<file path="config.mk">
export PLATFORM = sky130hd
export DESIGN_NAME = uop_retire_merger
export DESIGN_NICKNAME = d
export VERILOG_FILES = /design/src/rtl/uop_retire_pkg.sv /design/src/rtl/uop_retire_merger_fifo.sv /design/src/rtl/uop_retire_merger.sv
export SDC_FILE = /design/constraint.sdc
export NUM_CORES = 1
export LEC_CHECK = 0
export CAP_MARGIN = 0
export CORE_MARGIN = 2
export CORE_UTILIZATION = 35
export CTS_CLUSTER_SIZE = 8
export DETAILED_ROUTE_END_ITERATION = 8
export PLACE_DENSITY = 0.61
export SLEW_MARGIN = 20
export SYNTH_ARGS = -nofsm -noshare
export SYNTH_HDL_FRONTEND = slang
export SYNTH_SLANG_ARGS = --single-unit
</file>
<file path="constraint.sdc">
create_clock -name clk -period 9.2 [get_ports clk]
set_clock_uncertainty 0.1 [all_clocks]
set_input_delay 1.84 -clock clk [delete_from_list [all_inputs] [get_ports clk]]
set_output_delay 1.84 -clock clk [all_outputs]
set_load 0.03 [all_outputs]
</file>
<file path="src/rtl/uop_retire_pkg.sv">
// Shared types for the micro-op retire merger.
// Event layout, FSM states and field widths.
package uop_retire_pkg;

  localparam int UOP_CNT_W = 6;
  localparam int UOP_IDX_W = 5;
  localparam int PC_W      = 32;

  typedef enum logic {
    IDLE   = 1'b0,
    GATHER = 1'b1
  } state_t;

  typedef struct packed {
    logic [UOP_CNT_W-1:0] uops;
    logic                 exc;
    logic [UOP_IDX_W-1:0] exc_idx;
    logic                 err;
  } ret_meta_t;

  typedef struct packed {
    logic [0:PC_W-1] pc;
    ret_meta_t       meta;
  } ret_event_t;

  function automatic ret_meta_t mk_meta(
    input logic [UOP_CNT_W-1:0] uops,
    input logic                 exc,
    input logic [UOP_IDX_W-1:0] idx,
    input logic                 err
  );
    ret_meta_t m;
    m.uops    = uops;
    m.exc     = exc;
    m.exc_idx = idx;
    m.err     = err;
    return m;
  endfunction

endpackage

</file>
<file path="src/rtl/uop_retire_merger_fifo.sv">
// Retire event buffer: two pushes and one pop per cycle.
// push0 lands before push1 when both fire.
module retire_fifo #(
  parameter int DEPTH = 4,
  parameter int W     = 8,
  localparam int AW   = $clog2(DEPTH)
) (
  input  logic         clk,
  input  logic         rst,
  input  logic         clr,
  input  logic         push0,
  input  logic [W-1:0] din0,
  input  logic         push1,
  input  logic [W-1:0] din1,
  input  logic         pop,
  output logic [W-1:0] dout,
  output logic         valid,
  output logic [AW:0]  free
);

  logic [W-1:0]  mem [DEPTH];
  logic [AW-1:0] wr_ptr;
  logic [AW-1:0] rd_ptr;
  logic [AW:0]   cnt;
  logic [AW-1:0] wr1;
  logic          do_pop;

  assign do_pop = pop && (cnt != '0);
  assign wr1    = wr_ptr + AW'(push0);
  assign valid  = (cnt != '0);
  assign dout   = mem[rd_ptr];
  assign free   = (AW+1)'(DEPTH) - cnt;

  always_ff @(posedge clk) begin
    if (rst) begin
      wr_ptr <= '0;
      rd_ptr <= '0;
      cnt    <= '0;
      for (int i = 0; i < DEPTH; i++) mem[i] <= '0;
    end else if (clr) begin
      wr_ptr <= '0;
      rd_ptr <= '0;
      cnt    <= '0;
    end else begin
      if (push0) mem[wr_ptr] <= din0;
      if (push1) mem[wr1] <= din1;
      wr_ptr <= wr_ptr + AW'(push0) + AW'(push1);
      if (do_pop) rd_ptr <= rd_ptr + AW'(1);
      cnt <= cnt + (AW+1)'(push0) + (AW+1)'(push1)
           - (AW+1)'(do_pop);
    end
  end

endmodule

</file>
<file path="src/rtl/uop_retire_merger.sv">
// Merges completed micro-ops sharing a PC into one
// architectural retire event, buffered for commit.
module uop_retire_merger
  import uop_retire_pkg::*;
#(
  parameter int PC_WIDTH   = 32,
  parameter int MAX_UOPS   = 32,
  parameter int FIFO_DEPTH = 4
) (
  input  logic                 clk,
  input  logic                 rst,
  input  logic                 flush,
  input  logic                 wb_valid,
  output logic                 wb_ready,
  input  logic [0:PC_WIDTH-1]  wb_pc,
  input  logic                 wb_last,
  input  logic                 wb_exc,
  output logic                 ret_valid,
  input  logic                 ret_ready,
  output logic [0:PC_WIDTH-1]  ret_pc,
  output logic [5:0]           ret_uops,
  output logic                 ret_exc,
  output logic [4:0]           ret_exc_idx,
  output logic                 ret_err,
  output logic                 busy
);

  localparam int MW  = $bits(ret_meta_t);
  localparam int EW  = PC_WIDTH + MW;
  localparam int FAW = $clog2(FIFO_DEPTH);

  state_t               state, state_n;
  logic [0:PC_WIDTH-1]  grp_pc, grp_pc_n;
  logic [UOP_CNT_W-1:0] grp_cnt, grp_cnt_n;
  logic                 grp_exc, grp_exc_n;
  logic [UOP_IDX_W-1:0] grp_idx, grp_idx_n;

  logic                 push0, push1;
  logic [EW-1:0]        din0, din1;
  logic [EW-1:0]        head;
  logic [FAW:0]         free;
  ret_meta_t            head_meta;

  logic                 accept;
  logic                 same;
  logic                 full;
  logic [UOP_CNT_W-1:0] cnt_inc;
  logic [UOP_IDX_W-1:0] new_idx;
  logic [EW-1:0]        one_ev;

  assign wb_ready = (free >= (FAW+1)'(2));
  assign accept   = wb_valid && wb_ready && !flush;
  assign same     = (wb_pc == grp_pc);
  assign full     = (grp_cnt == UOP_CNT_W'(MAX_UOPS));
  assign cnt_inc  = grp_cnt + UOP_CNT_W'(1);
  assign new_idx  = (!grp_exc && wb_exc)
                  ? grp_cnt[UOP_IDX_W-1:0] : grp_idx;
  assign one_ev   = {wb_pc, mk_meta(6'd1, wb_exc, 5'd0, 1'b0)};

  always_comb begin
    state_n   = state;
    grp_pc_n  = grp_pc;
    grp_cnt_n = grp_cnt;
    grp_exc_n = grp_exc;
    grp_idx_n = grp_idx;
    push0     = 1'b0;
    push1     = 1'b0;
    din0      = one_ev;
    din1      = one_ev;
    if (accept) begin
      unique case (1'b1)
        (state == IDLE): begin
          grp_pc_n  = wb_pc;
          grp_cnt_n = UOP_CNT_W'(1);
          grp_exc_n = wb_exc;
          grp_idx_n = '0;
          if (wb_last) push0 = 1'b1;
          else state_n = GATHER;
        end
        (state == GATHER && same && !full): begin
          grp_cnt_n = cnt_inc;
          grp_exc_n = grp_exc || wb_exc;
          grp_idx_n = new_idx;
          if (wb_last) begin
            push0   = 1'b1;
            din0    = {grp_pc, mk_meta(cnt_inc,
                        grp_exc || wb_exc, new_idx, 1'b0)};
            state_n = IDLE;
          end
        end
        (state == GATHER && !(same && !full)): begin
          // Close the broken group, then restart from this op
          push0     = 1'b1;
          din0      = {grp_pc, mk_meta(grp_cnt, grp_exc,
                        grp_idx, 1'b1)};
          grp_pc_n  = wb_pc;
          grp_cnt_n = UOP_CNT_W'(1);
          grp_exc_n = wb_exc;
          grp_idx_n = '0;
          if (wb_last) begin
            push1   = 1'b1;
            state_n = IDLE;
          end
        end
        default: ;
      endcase
    end
  end

  always_ff @(posedge clk) begin
    if (rst || flush) begin
      state   <= IDLE;
      grp_pc  <= '0;
      grp_cnt <= '0;
      grp_exc <= 1'b0;
      grp_idx <= '0;
    end else begin
      state   <= state_n;
      grp_pc  <= grp_pc_n;
      grp_cnt <= grp_cnt_n;
      grp_exc <= grp_exc_n;
      grp_idx <= grp_idx_n;
    end
  end

  retire_fifo #(
    .DEPTH (FIFO_DEPTH),
    .W     (EW)
  ) u_fifo (
    .clk   (clk),
    .rst   (rst),
    .clr   (flush),
    .push0 (push0),
    .din0  (din0),
    .push1 (push1),
    .din1  (din1),
    .pop   (ret_valid && ret_ready),
    .dout  (head),
    .valid (ret_valid),
    .free  (free)
  );

  assign ret_pc      = head[EW-1 -: PC_WIDTH];
  assign head_meta   = head[MW-1:0];
  assign ret_uops    = head_meta.uops;
  assign ret_exc     = head_meta.exc;
  assign ret_exc_idx = head_meta.exc_idx;
  assign ret_err     = head_meta.err;
  assign busy        = (state == GATHER);

endmodule

</file>
==> flow_summary.toml, run 1 <==
[timing]
setup_slack_ns = 2.491
finalSetupViolCount = 0
worst_pin_slew_ns = 1.167
hold_viol = 0
relSlewSlack = 0.2198
period_share = 0.7292
fmax_ghz = 0.1491
drv_slew = 0
rsz0062_at_grt = "no"
finalSetupTns_ns = 0
period_needed_ns = 6.709

[synth]
netlist_area_sq_mm = 0.01150
syn_area_per_cell_sq_um = 12.13
synth.top_cell.area_share = 0.3447
synth_flop_cell = "edfxtp_1"
synth_cell_type_count = 60
synthTopCellsByArea = "edfxtp_1 34%, dfxtp_1 18%, a32o_1 12%"
synth_seq_area_share = 0.5223
synth_top_area_cell = "edfxtp_1"
syn_inst = 948
synth_edf_count = 132
synthArstFlopShare = 0
yosysWarnings = 0
ys_seq_elements = 234
syn_nets = 997

[route]
wl_per_cell_um = 23.22
via_per_inst = 5.997
drt-initial-drc-count = 994
drc = 0
route.antenna.remaining_nets = 0
route.vias.total = 8821
routed_wirelength_um = 34160
drt_pass1_iterations = 5

[finish]
final-seq-area_sq_mm = 0.006011
syn2layout_area_growth_pct = 19.18
fillers = 3037
final_common_cell = "a32o_1"
final_cell_mix = "141 x a32o_1, 132 x edfxtp_1, 100 x dfxtp_1, 98 x nand2_1, 86 x clkdlybuf4s50_1"
drive_above_1_share = 0.1351
antenna-diode-count = 0
multiInputGateArea_sq_mm = 0.005009
nNetsFinal = 1056

[placement]
hpwl_um = 20380
portBuffers = 86
gp_congestion = 0.8827
pre_cts_slack_ns = 2.044

[power]
total_leakage_power_uw = 0.004451
power-per-cell-area_mw_per_mm2 = 188.7
vdd_drop_max_mv = 0.1171
finalPower_uw = 2586

[clock_tree]
ctsResizeCount = 0
clock_path_buffers = 3
cts_setup_buffers = 0
cts_buffers = 35
clk_pin_slew_ns = 0.05
cts_tree = "built"
clock-root-buffer = "clkbuf_16"
h-tree-depth = 2
clk_latency_ns = 0.51
ctsHoldBuffers = 0
cts_num_sinks = 234

[grt]
grt_max_degree = 91
grt_pass1_vias = 8497
grt_pass1_wl_um = 52440
antenna_found_initial = 1
gr-total-overflow = 0
grtUsageTotal = 0.2004

[critical_path]
cp.arrival_ns = 6.79
critPathKind = "in2reg"
endpoint_kind = "register"
cp-start-kind = "input pin"
crit_required_ns = 9.28
crit_fanout = 21

[floorplan]
dieArea_sq_mm = 0.03432
rows = 66
die-width_um = 185.3
core-area_sq_mm = 0.03245
start_util = 0.3543
die_h_um = 185.3
ioPinCount = 87

[job]
cap_violations = 0

[worst_hold_path]
min_path_type = "reg2reg"

[status]
status = "finished, final reports clean"
critical path: stages:
cell             delay (ns)
clkdlybuf4s50_1        0.61
xor2_1                 0.19
nor4_2                 0.44
nand3_1                0.22
nor3_4                 0.23
buf_4                  0.33
o21ai_2                0.22
ha_1                   0.25
xor2_1                 0.20
nor3_1                 0.33
nand2b_1               0.14
o21ai_2                0.59
a21o_1                 0.72
buf_4                  0.42
per-layer routing:
metal	share of wire	routed length [um]	track usage
met1	0.42	14310	0.2769
met2	0.47	15990	0.3173
met3	0.085	2899	0.03559
met4	0.028	943	0.06762
met5	0.00047	16	0
kinds of logic after synthesis:
group / synth area share
multiplexers: 0.09183
adder cells (fa/ha/maj): 0.01219
buffers and inverters: 0.04548
flip-flops: 0.5223
XOR/XNOR: 0.02818
AND/OR/NAND/NOR: 0.09390
AO/OA/AOI/OAI: 0.2062
synthesized netlist by cell type (11+ instances only):
| cell | n |
|---|---|
| clkbuf_1 | 55 |
| edfxtp_1 | 132 |
| nand2_1 | 99 |
| a32o_1 | 141 |
| nor2_1 | 26 |
| o21ai_0 | 24 |
| nor2b_1 | 11 |
| buf_2 | 19 |
| dfxtp_1 | 102 |
| nand3_1 | 16 |
| a21oi_1 | 60 |
| nor4_1 | 13 |
| mux4_2 | 45 |
| inv_1 | 24 |
| xor2_1 | 31 |
power breakdown:
part           internal (uW)  total (uW)  switching [uW]
registers               1140        1160            17.4
clock network            708        1160             456
logic                   91.5         264             172
total                   1940        2590             646
through the flow:
stage                     hold WS, ns  area [sq um]  utilization  std cells
after floorplan                0.3366         11500            -        948
after global placement         0.3411         12710       0.3915       1412
after detailed placement       0.3524         12710       0.3915       1412
after CTS                      0.3636         13700       0.4222       1471
after global routing           0.3772         13710       0.4223       1471
final                          0.3606         13710       0.4223       1471
worst paths after layout:
kind | start | to | slack, ns | cells past startpoint
worst min-delay path | u_fifo.mem[1][5]$_SDFFE_PP0P_ | u_fifo.mem[1][5]$_SDFFE_PP0P_ | 0.36 | 1
worst max-delay path | wb_pc[24] | u_fifo.mem[0][18]$_DFFE_PP_ | 2.49 | 14
worst max register to register | u_fifo.cnt[1]$_SDFF_PP0_ | u_fifo.mem[0][18]$_DFFE_PP_ | 3.87 | 14
worst min register to register | u_fifo.mem[1][5]$_SDFFE_PP0P_ | u_fifo.mem[1][5]$_SDFFE_PP0P_ | 0.36 | 1
area by class of cell:
type,instances,area share
multi-input cells,600,0.3654
well taps,442,0.04035
inverters,26,0.007121
flip-flops and latches,234,0.4386
clock buffers,56,0.06966
clock inverters,3,0.002921
repair buffers,110,0.07595
state kept, by name (all words and copies together), names as in the netlist, named ones only:
signal	count
grp_cnt	6
u_fifo.mem	180
u_fifo.rd_ptr	2
grp_pc	32
u_fifo.cnt	3
busy	1
grp_exc	1
grp_idx	5
u_fifo.wr_ptr	2
Power figures use the tool's default switching activity.
==> run 2: changes to the inputs <==
--- a/config.mk
+++ b/config.mk
@@ -10,7 +10,7 @@
 export CORE_UTILIZATION = 35
 export CTS_CLUSTER_SIZE = 8
 export DETAILED_ROUTE_END_ITERATION = 8
-export PLACE_DENSITY = 0.61
+export PLACE_DENSITY = 0.63
 export SLEW_MARGIN = 20
 export SYNTH_ARGS = -nofsm -noshare
 export SYNTH_HDL_FRONTEND = slang
==> constraint.sdc (replaced) <==
create_clock -name clk -period 5.9 [get_ports clk]
set_clock_uncertainty 0.1 [all_clocks]
set_input_delay 1.18 -clock clk [delete_from_list [all_inputs] [get_ports clk]]
set_output_delay 1.18 -clock clk [all_outputs]
set_load 0.03 [all_outputs]
==> flow_summary.toml, run 2 (same netlist as run 1, synthesis figures left out) <==
[grt]
grt_pass1_wl_um = 52670
use_met1 = 0.2704
grt_use_met3 = 0.03696
antenna_found_initial = 0
grtUsageTotal = 0.2006
top_usage_layer = "met2"
gr-total-overflow = 0
grt_max_degree = 77
grt_pass1_vias = 8760
met2_usage = 0.3240

[timing]
period_share = 0.8744
finalSetupViolCount = 0
finalSetupTns_ns = 0
period_needed_ns = 5.159
hold_ws_ns = 0.3613
worst_pin_slew_ns = 1.140
fmax_ghz = 0.1938
rsz0062_at_grt = "no"
hold_viol = 0
drv_slew = 0
relSlewSlack = 0.2399

[clock_tree]
clock_path_buffers = 3
clock-root-buffer = "clkbuf_16"
cts_setup_buffers = 0
ctsHoldBuffers = 0
clk_latency_ns = 0.51
cts_buffers = 35
clk_pin_slew_ns = 0.05
ctsResizeCount = 0
cts_num_sinks = 234
h-tree-depth = 2
cts_tree = "built"

[job]
cap_violations = 0

[route]
via_per_inst = 6.004
routed_wirelength_um = 34250
drt-initial-drc-count = 989
wl_per_cell_um = 23.21
drt_pass1_iterations = 6
route.antenna.remaining_nets = 0
route.vias.total = 8862
drc = 0

[finish]
reg.largest.list = "u_fifo.mem x180, grp_pc x32, grp_cnt x6"
syn2layout_area_growth_pct = 20.36
nNetsFinal = 1062
drive_above_1_share = 0.1431
fillers = 2991
final_common_cell = "a32o_1"
antenna-diode-count = 0
largest_register_ffs = 180
final-seq-area_sq_mm = 0.006008
final_cell_mix = "141 x a32o_1, 132 x edfxtp_1, 100 x dfxtp_1, 98 x nand2_1, 86 x clkdlybuf4s50_1"
multiInputGateArea_sq_mm = 0.005014
top_register = "u_fifo.mem"

[power]
clkPwrFrac = 0.459
power_switching_uw = 1021
netSwitchingFraction = 0.2485
internal-power_uw = 3087
seq_power_share = 0.440
power-per-cell-area_mw_per_mm2 = 296.8
combPwrFrac = 0.101
vdd_drop_max_mv = 0.1789
total_leakage_power_uw = 0.004522

[critical_path]
max_stage_delay_ns = 0.84
slowest_stage = "a21oi_1"
cp.arrival_ns = 5.23
path_cells = "clkdlybuf4s50_1 -> xor2_1 -> nor4_1 -> nand4_1 -> nor3_4 -> o21ai_2 -> ha_1 -> xor2_1 -> nor3_1 -> nand2_1 -> o21ai_1 -> a21oi_1 -> inv_1 -> buf_4"
endpoint_kind = "register"
critical_path.top_delay_family = "simple AND/OR/NAND/NOR gates"
cp_num_buf_inv = 3
cp-start-kind = "input pin"
crit_required_ns = 5.98
crit_fanout = 33
critPathKind = "in2reg"
crit_top_cell = "xor2_1"

[floorplan]
start_util = 0.3543
die-width_um = 185.3
core-area_sq_mm = 0.03245
dieArea_sq_mm = 0.03432
die_h_um = 185.3
rows = 66
ioPinCount = 87

[status]
status = "finished, final reports clean"

[placement]
portBuffers = 86
hpwl_um = 20700
gp_congestion = 0.8721

[worst_hold_path]
min_path_type = "reg2reg"
-- run 2: cell types whose count changed in the layout (fill, tap and decap cells not counted) --
cell | previous run | this run
dfxtp_4 | 1 | 0
clkbuf_1 | 21 | 18
clkbuf_8 | 0 | 1
inv_6 | 0 | 1
a2111oi_1 | 1 | 0
clkbuf_16 | 35 | 37
dfxtp_2 | 1 | 2
clkinvlp_4 | 1 | 0
clkinv_8 | 2 | 1
a2111oi_2 | 1 | 2
buf_4 | 24 | 26
buf_12 | 0 | 4
-- run 2: worst paths after layout --
path                                                     from                       endpoint  slack [ns]  depth (start not counted)
worst min register to register  u_fifo.mem[1][2]$_SDFFE_PP0P_  u_fifo.mem[1][2]$_SDFFE_PP0P_        0.36                          1
worst min-delay path            u_fifo.mem[1][2]$_SDFFE_PP0P_  u_fifo.mem[1][2]$_SDFFE_PP0P_        0.36                          1
worst max-delay path                                 wb_pc[6]    u_fifo.mem[1][38]$_DFFE_PP_        0.74                         14
worst max register to register       u_fifo.cnt[1]$_SDFF_PP0_    u_fifo.mem[1][38]$_DFFE_PP_        1.20                         15
-- run 2: area by class of cell --
type,instances,share of cell area
multi-input combinational,600,0.3622
sequential,234,0.4341
timing repair buffer,116,0.08208
clock buffer,56,0.07277
inverter,26,0.007051
tap,442,0.03996
clock inverter,2,0.001808
-- run 2: power groups by stage --
stage,registers [uW],clock network [uW],logic (uW)
2_1_floorplan,1830,0,237
3_3_place_gp,1840,0,410
3_5_place_dp,1840,0,411
4_1_cts,1810,1910,414
5_1_grt,1810,1980,440
6_report,1810,1890,414
-- run 2: through the flow --
step	power (uW)	worst slack [ns]	instance area, sq um	std cells	util
finish	4108	0.7412	13840	1476	0.4265
global route	4228	0.4183	13840	1476	0.4265
CTS	4131	0.7673	13840	1476	0.4263
detailed placement	2252	0.3264	12800	1418	0.3945
global placement	2247	0.3104	12800	1418	0.3945
floorplan	2065	0.9015	11500	948	-
-- run 2: routing by layer --
layer	share of wire	wire, um	vias to the layer above
met5	0	0	-
met4	0.028	967	0
met3	0.086	2955	73
met2	0.47	16210	445
met1	0.41	14120	4421
li1	-	-	3923
==> run 3: changes to the inputs <==
--- a/config.mk
+++ b/config.mk
@@ -11,6 +11,7 @@
 export CTS_CLUSTER_SIZE = 8
 export DETAILED_ROUTE_END_ITERATION = 8
 export PLACE_DENSITY = 0.63
+export SKIP_LAST_GASP = 1
 export SLEW_MARGIN = 20
 export SYNTH_ARGS = -nofsm -noshare
 export SYNTH_HDL_FRONTEND = slang
==> results of run 3 <==
The final DEF is identical to that of run 2; final timing and power are the same.
